$ cat config.mk
export PLATFORM = sky130hd
export DESIGN_NAME = fifo_sync_core
export DESIGN_NICKNAME = d
export VERILOG_FILES = /design/src/rtl/fifo_sync_core.sv
export SDC_FILE = /design/constraint.sdc
export NUM_CORES = 1
export LEC_CHECK = 0
export BUFFER_PORTS_ARGS = -buffer_cell sky130_fd_sc_hd__buf_2
export CAP_MARGIN = 20
export CELL_PAD_IN_SITES_DETAIL_PLACEMENT = 1
export CELL_PAD_IN_SITES_GLOBAL_PLACEMENT = 1
export CORE_MARGIN = 2
export CORE_UTILIZATION = 31
export CTS_CLUSTER_SIZE = 12
export DETAILED_ROUTE_END_ITERATION = 10
export GPL_ROUTABILITY_DRIVEN = 0
export HOLD_SLACK_MARGIN = 0.1
export PLACE_DENSITY_LB_ADDON = 0.05
export SKIP_LAST_GASP = 1
export SYNTH_ARGS = -nofsm -noshare
export SYNTH_HDL_FRONTEND = slang
export SYNTH_SLANG_ARGS = --single-unit
$ cat constraint.sdc
create_clock -name clk -period 7.9 [get_ports clk]
set_input_delay 0.395 -clock clk [delete_from_list [all_inputs] [get_ports clk]]
set_output_delay 0.395 -clock clk [all_outputs]
set_load 0.05 [all_outputs]
$ cat src/rtl/fifo_sync_core.sv
// fifo_sync_core: single-clock FIFO with handshake acks and occupancy flags
module fifo_sync_core #(
    parameter int FIFO_WIDTH = 16,
    parameter int FIFO_DEPTH = 8
) (
    input  logic                  clk,
    input  logic                  rst,
    input  logic [FIFO_WIDTH-1:0] data_in,
    input  logic                  wr_en,
    input  logic                  rd_en,
    output logic [FIFO_WIDTH-1:0] data_out,
    output logic                  wr_ack,
    output logic                  overflow,
    output logic                  underflow,
    output logic                  full,
    output logic                  empty,
    output logic                  almostfull,
    output logic                  almostempty
);
    localparam int AW = $clog2(FIFO_DEPTH);
    localparam int CW = AW + 1;
    localparam logic [CW-1:0] FULL_C = FIFO_DEPTH[CW-1:0];

    logic [FIFO_WIDTH-1:0] mem_q [FIFO_DEPTH];
    logic [AW-1:0]         wr_ptr_q, wr_ptr_d, rd_ptr_q, rd_ptr_d;
    logic [CW-1:0]         count_q, count_d;
    logic [FIFO_WIDTH-1:0] data_out_q, data_out_d;
    logic                  wr_ack_q, overflow_q, underflow_q;
    logic                  wr_acc, rd_acc;

    assign full        = count_q == FULL_C;
    assign empty       = count_q == '0;
    assign almostfull  = count_q == FULL_C - CW'(1);
    assign almostempty = count_q == CW'(1);
    assign data_out    = data_out_q;
    assign wr_ack      = wr_ack_q;
    assign overflow    = overflow_q;
    assign underflow   = underflow_q;

    // A full FIFO rejects writes and an empty one rejects reads, even when the
    // opposite side is active in the same cycle.
    always_comb begin
        wr_acc     = wr_en && !full;
        rd_acc     = rd_en && !empty;
        wr_ptr_d   = wr_acc ? wr_ptr_q + AW'(1) : wr_ptr_q;
        rd_ptr_d   = rd_acc ? rd_ptr_q + AW'(1) : rd_ptr_q;
        count_d    = (wr_acc && !rd_acc) ? count_q + CW'(1) :
                     (rd_acc && !wr_acc) ? count_q - CW'(1) : count_q;
        data_out_d = rd_acc ? mem_q[rd_ptr_q] : data_out_q;
    end

    // Pointers, occupancy, read data and handshake status; reset wins over requests.
    always_ff @(posedge clk) begin
        if (rst) begin
            wr_ptr_q    <= '0;
            rd_ptr_q    <= '0;
            count_q     <= '0;
            data_out_q  <= '0;
            wr_ack_q    <= 1'b0;
            overflow_q  <= 1'b0;
            underflow_q <= 1'b0;
        end else begin
            wr_ptr_q    <= wr_ptr_d;
            rd_ptr_q    <= rd_ptr_d;
            count_q     <= count_d;
            data_out_q  <= data_out_d;
            wr_ack_q    <= wr_acc;
            overflow_q  <= wr_en && full;
            underflow_q <= rd_en && empty;
        end
    end

    // Storage array is never cleared; only accepted writes touch it.
    always_ff @(posedge clk) begin
        if (!rst && wr_acc) mem_q[wr_ptr_q] <= data_in;
    end
endmodule

# Yosys cells after proc, flatten, opt, wreduce, memory -nomap -nowiden
# Memory sizes are Yosys's and may differ from the RTL's. A register that Yosys moved wholly into a read port is not among the register bits.
# Cells that the tools add are included.
[totals]
inputBits = 20
memories = 1
ram_bits = 128
output_inout_bits = 23
wordCells = 32
regBits = 13
[classes]
n_eq_ne = 3
reduce_logical = 14
n_mux = 4
add_sub_neg = 4
[memory_table]
columns = ["name", "words", "word_bits", "rd", "rd_clocked_by_memory_dff", "wr", "line", "rtl"]
rows = [
  ["mem_q", 8, 16, 1, 1, 1, "24", "logic [FIFO_WIDTH-1:0] mem_q [FIFO_DEPTH];"],
]
[op_table]
columns = ["operator", "count"]
rows = [
  ["$mux 4", 2],
  ["$logic_and 1x1->1", 7],
  ["$add 3x1->3 const B", 2],
  ["$logic_not 1->1", 5],
  ["$add 4x1->4 const B", 1],
  ["$eq 4x1->1 const B", 1],
  ["$eq 4x3->1 const B", 1],
  ["$eq 4x4->1 const B", 1],
  ["$logic_not 4->1", 1],
  ["$sub 4x1->4 const B", 1],
  ["$mux 1", 2],
  ["$reduce_bool 2->1", 1],
]

# Longest topological paths before layout
# Gate-level depths: netlist of the first run.
[logic_depth]
depth_word = 7
mapped_depth = 10
depth_no_buf = 10

# Least setup slack after synthesis of the first run
# OpenSTA, ideal clock, no wires.
[synth_timing]
kind = "reg-to-reg"
from = "register count_q[0]"
to = "memory mem_q[0][0], enable pin"
path_stages_with_launch = 7
period_less_slack_ps = 2668
n_path_buf = 0
setup_time_ps = 409
arrival_time_ps = 2259
required_ps = 7491
setup_slack_ps = 5232
path_cell_list = "dfxtp_1 > inv_1 > ha_1 > nand3b_1 > and3b_1 > nand2b_1 > nor3_1"
[synth_between]
elab_chain_cells = 6
[synth_rtl]
columns = ["item", "line", "rtl"]
rows = [
  ["from (decl)", "26", "logic [CW-1:0] count_q, count_d;"],
  ["from (signal assigned)", "65", "count_q <= count_d;"],
  ["$eq 4x4->1", "31", "assign full = count_q == FULL_C;"],
  ["$logic_not 1->1", "43", "wr_acc = wr_en && !full;"],
  ["$logic_and 1x1->1", "43", ""],
  ["$logic_and 1x1->1", "75", "if (!rst && wr_acc) mem_q[wr_ptr_q] <= data_in;"],
  ["$mux 1", "75", ""],
  ["$mux 1 (not written as such)", "75", ""],
  ["to (decl)", "24", ""],
]
# Every way passes these cells.

# Worst setup path in the final report of the first run
[layout_timing]
from = "register count_q[0]"
to = "memory mem_q[0][13], enable pin"
# Same word-level chain as after synthesis.

==> results of run 1 <==
routing by layer:
metal | part of all wire, % | GRT usage (%)
met1 | 48 | 19.8
met5 | 0 | 0
met4 | 2.0 | 5.88
met3 | 3.2 | 3.70
met2 | 47 | 22.5
metrics by stage:
step           hold WS [ns]  power (mW)  setup WS [ns]  std cells  util [%]
2_1_floorplan         0.471        1.48           5.23        359         -
6_report              0.259        2.53           5.37        687      38.4
5_1_grt               0.250        2.64           5.09        687      38.4
4_1_cts               0.244        2.57           5.22        684      38.3
3_5_place_dp          0.453        1.64           5.24        652      34.7
3_3_place_gp          0.448        1.63           5.24        649      34.5
state kept, by name, summed over array words and instances (netlist names):
name and count:
wr_ptr_q 3, underflow 1, wr_ack 1, count_q 4, overflow 1, data_out 16
mem_q 128, rd_ptr_q 3
final cells by class:
type,instances,area share (%)
sequential,157,61.0
tap,260,4.48
timing repair buffer,54,4.60
multi-input combinational,179,20.5
inverter,5,0.258
clock buffer,18,5.91
clock inverter,14,3.29
worst max path at each step:
stage                        endpoint  slack, ns  cells after the start
2_1_floorplan   mem_q[0][0]$_DFFE_PP_       5.23                      6
3_3_place_gp    mem_q[3][2]$_DFFE_PP_       5.24                      6
3_5_place_dp    mem_q[7][5]$_DFFE_PP_       5.24                      6
4_1_cts         mem_q[7][9]$_DFFE_PP_       5.22                      6
5_1_grt         mem_q[0][0]$_DFFE_PP_       5.09                      7
6_report       mem_q[0][13]$_DFFE_PP_       5.37                      7
kinds of logic after synthesis:
family,after synthesis,share of synthesized area (%)
adder cells (fa/ha/maj),6,1.25
multiplexers,65,10.8
XOR/XNOR,7,1.02
AO/OA/AOI/OAI,55,7.42
flip-flops,157,73.5
AND/OR/NAND/NOR,46,3.82
buffers and inverters,23,2.22
cell usage in the layout, fill, tap and decap left out, drive strengths merged:
cell type	n
edfxtp	128
mux2i	65
buf	54
a22oi	32
dfxtp	29
clkbuf	18
nor2	18
a32o	16
nand2	7
inv	7
xor2	6
ha	6
bufinv	6
a21oi	6
nand2b	4
nand3	4
clkinv	4
nor3	2
nor3b	2
nor2b	2
clkinvlp	2
nand3b	1
or3b	1
and3b	1
and2	1
o21ai	1
or3	1
nand4	1
or4	1
xnor2	1
power by group through the flow:
stage	logic, mW	registers, mW	clock network, mW
6_report	0.583	1.02	0.928
5_1_grt	0.631	1.03	0.981
4_1_cts	0.598	1.02	0.947
3_5_place_dp	0.597	1.04	0
3_3_place_gp	0.589	1.04	0
2_1_floorplan	0.377	1.11	0
==> results.cfg, run 1 <==
[floorplan]
num_rows = 50
chipWidth_um = 143
die_height_um = 143
die-area_sq_mm = 0.0206
std_cell_core_area_sq_mm = 0.0189
boundaryPins = 43
initial_standard_cell_utilization_of_the_core_pct = 31.9

[setup_path]
largest_incremental_delay_on_the_critical_path_ns = 0.56
cp-end-kind = flip-flop
r2r-start = count_q[0]$_SDFFE_PP0P_
critical_path.slowest_cell = sky130_fd_sc_hd__nor3_2
crit_start = count_q[0]$_SDFFE_PP0P_
timing.reg2reg.setup_slack_ns = 5.37
rr_worst_depth = 7
path_cells = inv_1, ha_1, nand3b_1, and3b_1, nand2b_1, nor3_2, buf_4
critPathKind = reg2reg
crit_family = simple AND/OR/NAND/NOR gates
cp.arrival_ns = 2.65
setup.worst_path.start_class = flip-flop
timing.critical_path.required_ns = 8.02
critPathMaxFanout = 10
worst-path-buf-inv = 2
capture_instance_of_the_worst_register_to_register_path = mem_q[0][13]$_DFFE_PP_

[sta]
post-route-period-util_pct = 32.0
final_max_slew_viol_count = 0
setup_tns_ns = 0
fin_skew_ns = 0.00891
relSlewSlack_pct = 34.3
final-setup-viol-count = 0
final_hold_vio_count = 0
layout_min_cycle_time_ns = 2.53
rsz0062_at_grt = no
timing_worst_slew_pin_value_ns = 0.984
max_freq_ghz = 0.395

[layout]
final-seq-area_sq_mm = 0.00443
filler_cell_count = 1934
antenna-diode-count = 0
final_area_sq_mm = 0.00726
multiInputGateArea_sq_mm = 0.00149
drive_gt1_share_pct = 22.5
final_net_count = 440
layout-area-overhead-vs-synth_pct = 20.6

[route]
viasPerCell = 4.77
routed_wirelength_um = 14100
via_count = 3278
route.antenna.remaining_nets = 0
dr.first_iter.drc_count = 159
routed_wire_length_per_instance_um = 20.6
drc_errors = 0
drtPass1Iterations = 4

[power_and_ir_drop]
power.density_cell_area_mw_per_mm2 = 348
power.net_switching_mw = 0.768
net_sw_share_pct = 30.3
internal_power_mw = 1.76
leakage_nw = 2.46
power.combinational.fraction_pct = 23.0
pwr-share-seq_pct = 40.3
clockPowerShare_pct = 36.7
max-vdd-ir-drop_mv = 0.164

[outcome]
outcome = finished clean

[clocking]
tritoncts = built
clock_transition_at_the_registers_of_the_reported_paths_ns = 0.06
cts_sinks = 157
ctsHtreeMaxLevel = 4
postCtsSetupRepairBufs = 0
cts-hold-fix-buffers = 0
cts-root-buf = sky130_fd_sc_hd__clkbuf_16
clock_buffer_count_from_cts = 17
clkLatencyLatePin_ns = 0.42
clock_tree.buffer_depth = 2
post_cts_resized = 0

[hold_path]
hold_end = mem_q[3][13]$_DFFE_PP_
hold_path.class = in2reg
worstHoldPathCells = 1
worst_hold_startpoint = data_in[13]

[logic_synthesis]
synth.cell_area_sq_mm = 0.00602
post_synthesis_net_count = 385
ff_latch_count_synth = 157
synth-seq-area-share_pct = 73.5
async_flop_share_pct = 0
synth_cell_types = 34
syn_inst_count = 359
synth_top_cell_area_share_pct = 63.8
number_of_enable_flip_flop_cells_after_synthesis = 128
post_synth_main_area_contributors = sky130_fd_sc_hd__edfxtp_1 64%, sky130_fd_sc_hd__mux2i_1 11%, sky130_fd_sc_hd__dfxtp_1 9.6%, sky130_fd_sc_hd__a22oi_1 4.0%, sky130_fd_sc_hd__a32o_1 2.7%
yosysMostFrequentCell = sky130_fd_sc_hd__edfxtp_1
synthFlopType = sky130_fd_sc_hd__edfxtp_1
avgSynthCellArea_sq_um = 16.8
synth_common_cells = 128 x sky130_fd_sc_hd__edfxtp_1, 65 x sky130_fd_sc_hd__mux2i_1, 32 x sky130_fd_sc_hd__a22oi_1, 29 x sky130_fd_sc_hd__dfxtp_1, 17 x sky130_fd_sc_hd__nor2_1
ys.warnings.count = 0
synth_top_cell_by_area = sky130_fd_sc_hd__edfxtp_1

[run]
max_cap_viol_count = 0

[global_routing]
grt_max_degree = 49
grt_usage_pct = 14.6
number_of_antenna_violations_at_the_first_check_in_global_routing = 0
first_global_vias = 3442
grt_pass1_wl_um = 21300
grt_ovf = 0

[placed_design]
dpl_cell_area_sq_mm = 0.00656
port-buffer-count = 42
place.detailed.hpwl_um = 8680
Power figures use the tool's default switching activity.
==> run 2: changes to the inputs <==
clock period = 2.3 ns   (was 7.9 ns; I/O delays follow)
==> results.cfg, run 2 (same netlist as run 1, synthesis figures left out) <==
[layout]
largest_register_ffs = 128
antenna-diode-count = 0
drive_gt1_share_pct = 22.0
layout_common_cells = 128 x sky130_fd_sc_hd__edfxtp_1, 65 x sky130_fd_sc_hd__mux2i_1, 42 x sky130_fd_sc_hd__buf_2
filler_cell_count = 1936
final_net_count = 472
layout.cells.most_common = sky130_fd_sc_hd__edfxtp_1
register_name_with_the_most_flops = mem_q
layout-area-overhead-vs-synth_pct = 24.7
final_area_sq_mm = 0.00751

[sta]
setup_tns_ns = 0
max_freq_ghz = 0.473
post-route-period-util_pct = 91.9
layout_min_cycle_time_ns = 2.11
timing_worst_slew_pin_value_ns = 0.947
fin_skew_ns = 0.00937
final_max_slew_viol_count = 0
final-setup-viol-count = 0
relSlewSlack_pct = 36.8
rsz0062_at_grt = no
final_hold_vio_count = 0

[clocking]
clock_transition_at_the_registers_of_the_reported_paths_ns = 0.06
clock_tree.buffer_depth = 2
ctsHtreeMaxLevel = 4
clock_buffer_count_from_cts = 17
postCtsSetupRepairBufs = 0
cts_sinks = 157
tritoncts = built
cts-root-buf = sky130_fd_sc_hd__clkbuf_16
clkLatencyLatePin_ns = 0.42

[setup_path]
timing.critical_path.required_ns = 2.62
critPathKind = reg2reg
cp-end-kind = flip-flop
critical_path.slowest_cell = sky130_fd_sc_hd__dfxtp_1
worst_path_most_repeated_cell = sky130_fd_sc_hd__ha_1
crit_family = simple AND/OR/NAND/NOR gates
cp.arrival_ns = 2.43
path_depth = 9
setup.worst_path.start_class = flip-flop
worst-path-buf-inv = 1
path_cells = inv_1, ha_1, or3b_1, nand2_1, ha_1, or4_1, a21oi_1, xnor2_1, nor2_1
rr_worst_depth = 9
critPathMaxFanout = 5
largest_incremental_delay_on_the_critical_path_ns = 0.39

[hold_path]
worstHoldPathCells = 1
hold_path.class = reg2reg

[floorplan]
chipWidth_um = 143
std_cell_core_area_sq_mm = 0.0189
boundaryPins = 43
die-area_sq_mm = 0.0206
initial_standard_cell_utilization_of_the_core_pct = 31.9
die_height_um = 143
num_rows = 50

[route]
drc_errors = 0
routed_wirelength_um = 14100
viasPerCell = 4.75
route.antenna.remaining_nets = 0
drtPass1Iterations = 4
dr.first_iter.drc_count = 174
routed_wire_length_per_instance_um = 19.7
via_count = 3415

[power_and_ir_drop]
power.density_cell_area_mw_per_mm2 = 1130
leakage_nw = 2.59
max-vdd-ir-drop_mv = 0.541

[outcome]
outcome = finished clean

[run]
max_cap_viol_count = 0

[global_routing]
grt_ovf = 0
grt_pass1_wl_um = 21600
met3_global_route_usage_pct = 3.03
first_global_vias = 3519
number_of_antenna_violations_at_the_first_check_in_global_routing = 0
grtUsageMet1_pct = 19.9
grt_max_degree = 26
grt_usage_pct = 14.6
grtUsageMet2_pct = 23.3
globalRoute.busiestLayer = met2

[placed_design]
port-buffer-count = 42
dpl_cell_area_sq_mm = 0.00671
place.detailed.hpwl_um = 8880
==> run 2: changes by cell type in the layout (fill, tap and decap cells not counted), sizes merged <==
cell	before	now
clkbuf	18	17
buf	54	66
bufinv	6	3
dlygate4sd3	0	20
clkinv	4	8
==> run 2: cell type report <==
cell class | instances | area (sq um) | area share (%)
clock buffer | 17 | 425 | 5.67
clock inverter | 15 | 169 | 2.25
inverter | 5 | 18.8 | 0.250
tap | 260 | 325 | 4.33
multi-input combinational | 179 | 1470 | 19.6
sequential | 157 | 4430 | 59.0
timing repair buffer | 86 | 666 | 8.87
==> run 2: stage by stage <==
stage / instances / power (mW) / hold slack (ns) / utilization (%) / setup WS (ns)
4_1_cts: 719 / 8.59 / 0.468 / 39.7 / 0.108
6_report: 719 / 8.47 / 0.464 / 39.7 / 0.187
3_3_place_gp: 667 / 5.68 / 0.396 / 35.5 / 0.157
5_1_grt: 719 / 8.85 / 0.481 / 39.7 / 0.00453
2_1_floorplan: 359 / 5.10 / 0.191 / - / 0.0585
3_5_place_dp: 667 / 5.71 / 0.402 / 35.5 / 0.129
==> run 2: routing by layer <==
metal | vias up | share of wire, %
li1 | 1581 | -
met1 | 1772 | 48
met2 | 46 | 48
met3 | 16 | 2.5
met4 | 0 | 1.4
met5 | - | 0
==> run 2: path summary, 6_finish.rpt <==
path	start	to	slack [ns]
worst max-delay path	count_q[1]$_SDFFE_PP0P_	count_q[3]$_SDFFE_PP0P_	0.19
worst min-delay path	data_out[6]$_SDFFE_PP0P_	data_out[6]$_SDFFE_PP0P_	0.46
worst max register to register	count_q[1]$_SDFFE_PP0P_	count_q[3]$_SDFFE_PP0P_	0.19
worst min register to register	data_out[6]$_SDFFE_PP0P_	data_out[6]$_SDFFE_PP0P_	0.46
==> run 2: report_power, final <==
group	internal, mW	total (mW)	switching (mW)
clock network	1.70	2.84	1.14
registers	3.30	3.45	0.148
logic	0.832	2.18	1.35
total	5.83	8.47	2.63
==> run 2: timing repair <==
action,4_1_cts,5_1_grt
hold buffers,20,0
endpoints found under the setup margin,0,1
endpoints found under the hold margin,141,0
gates resized for setup,0,1
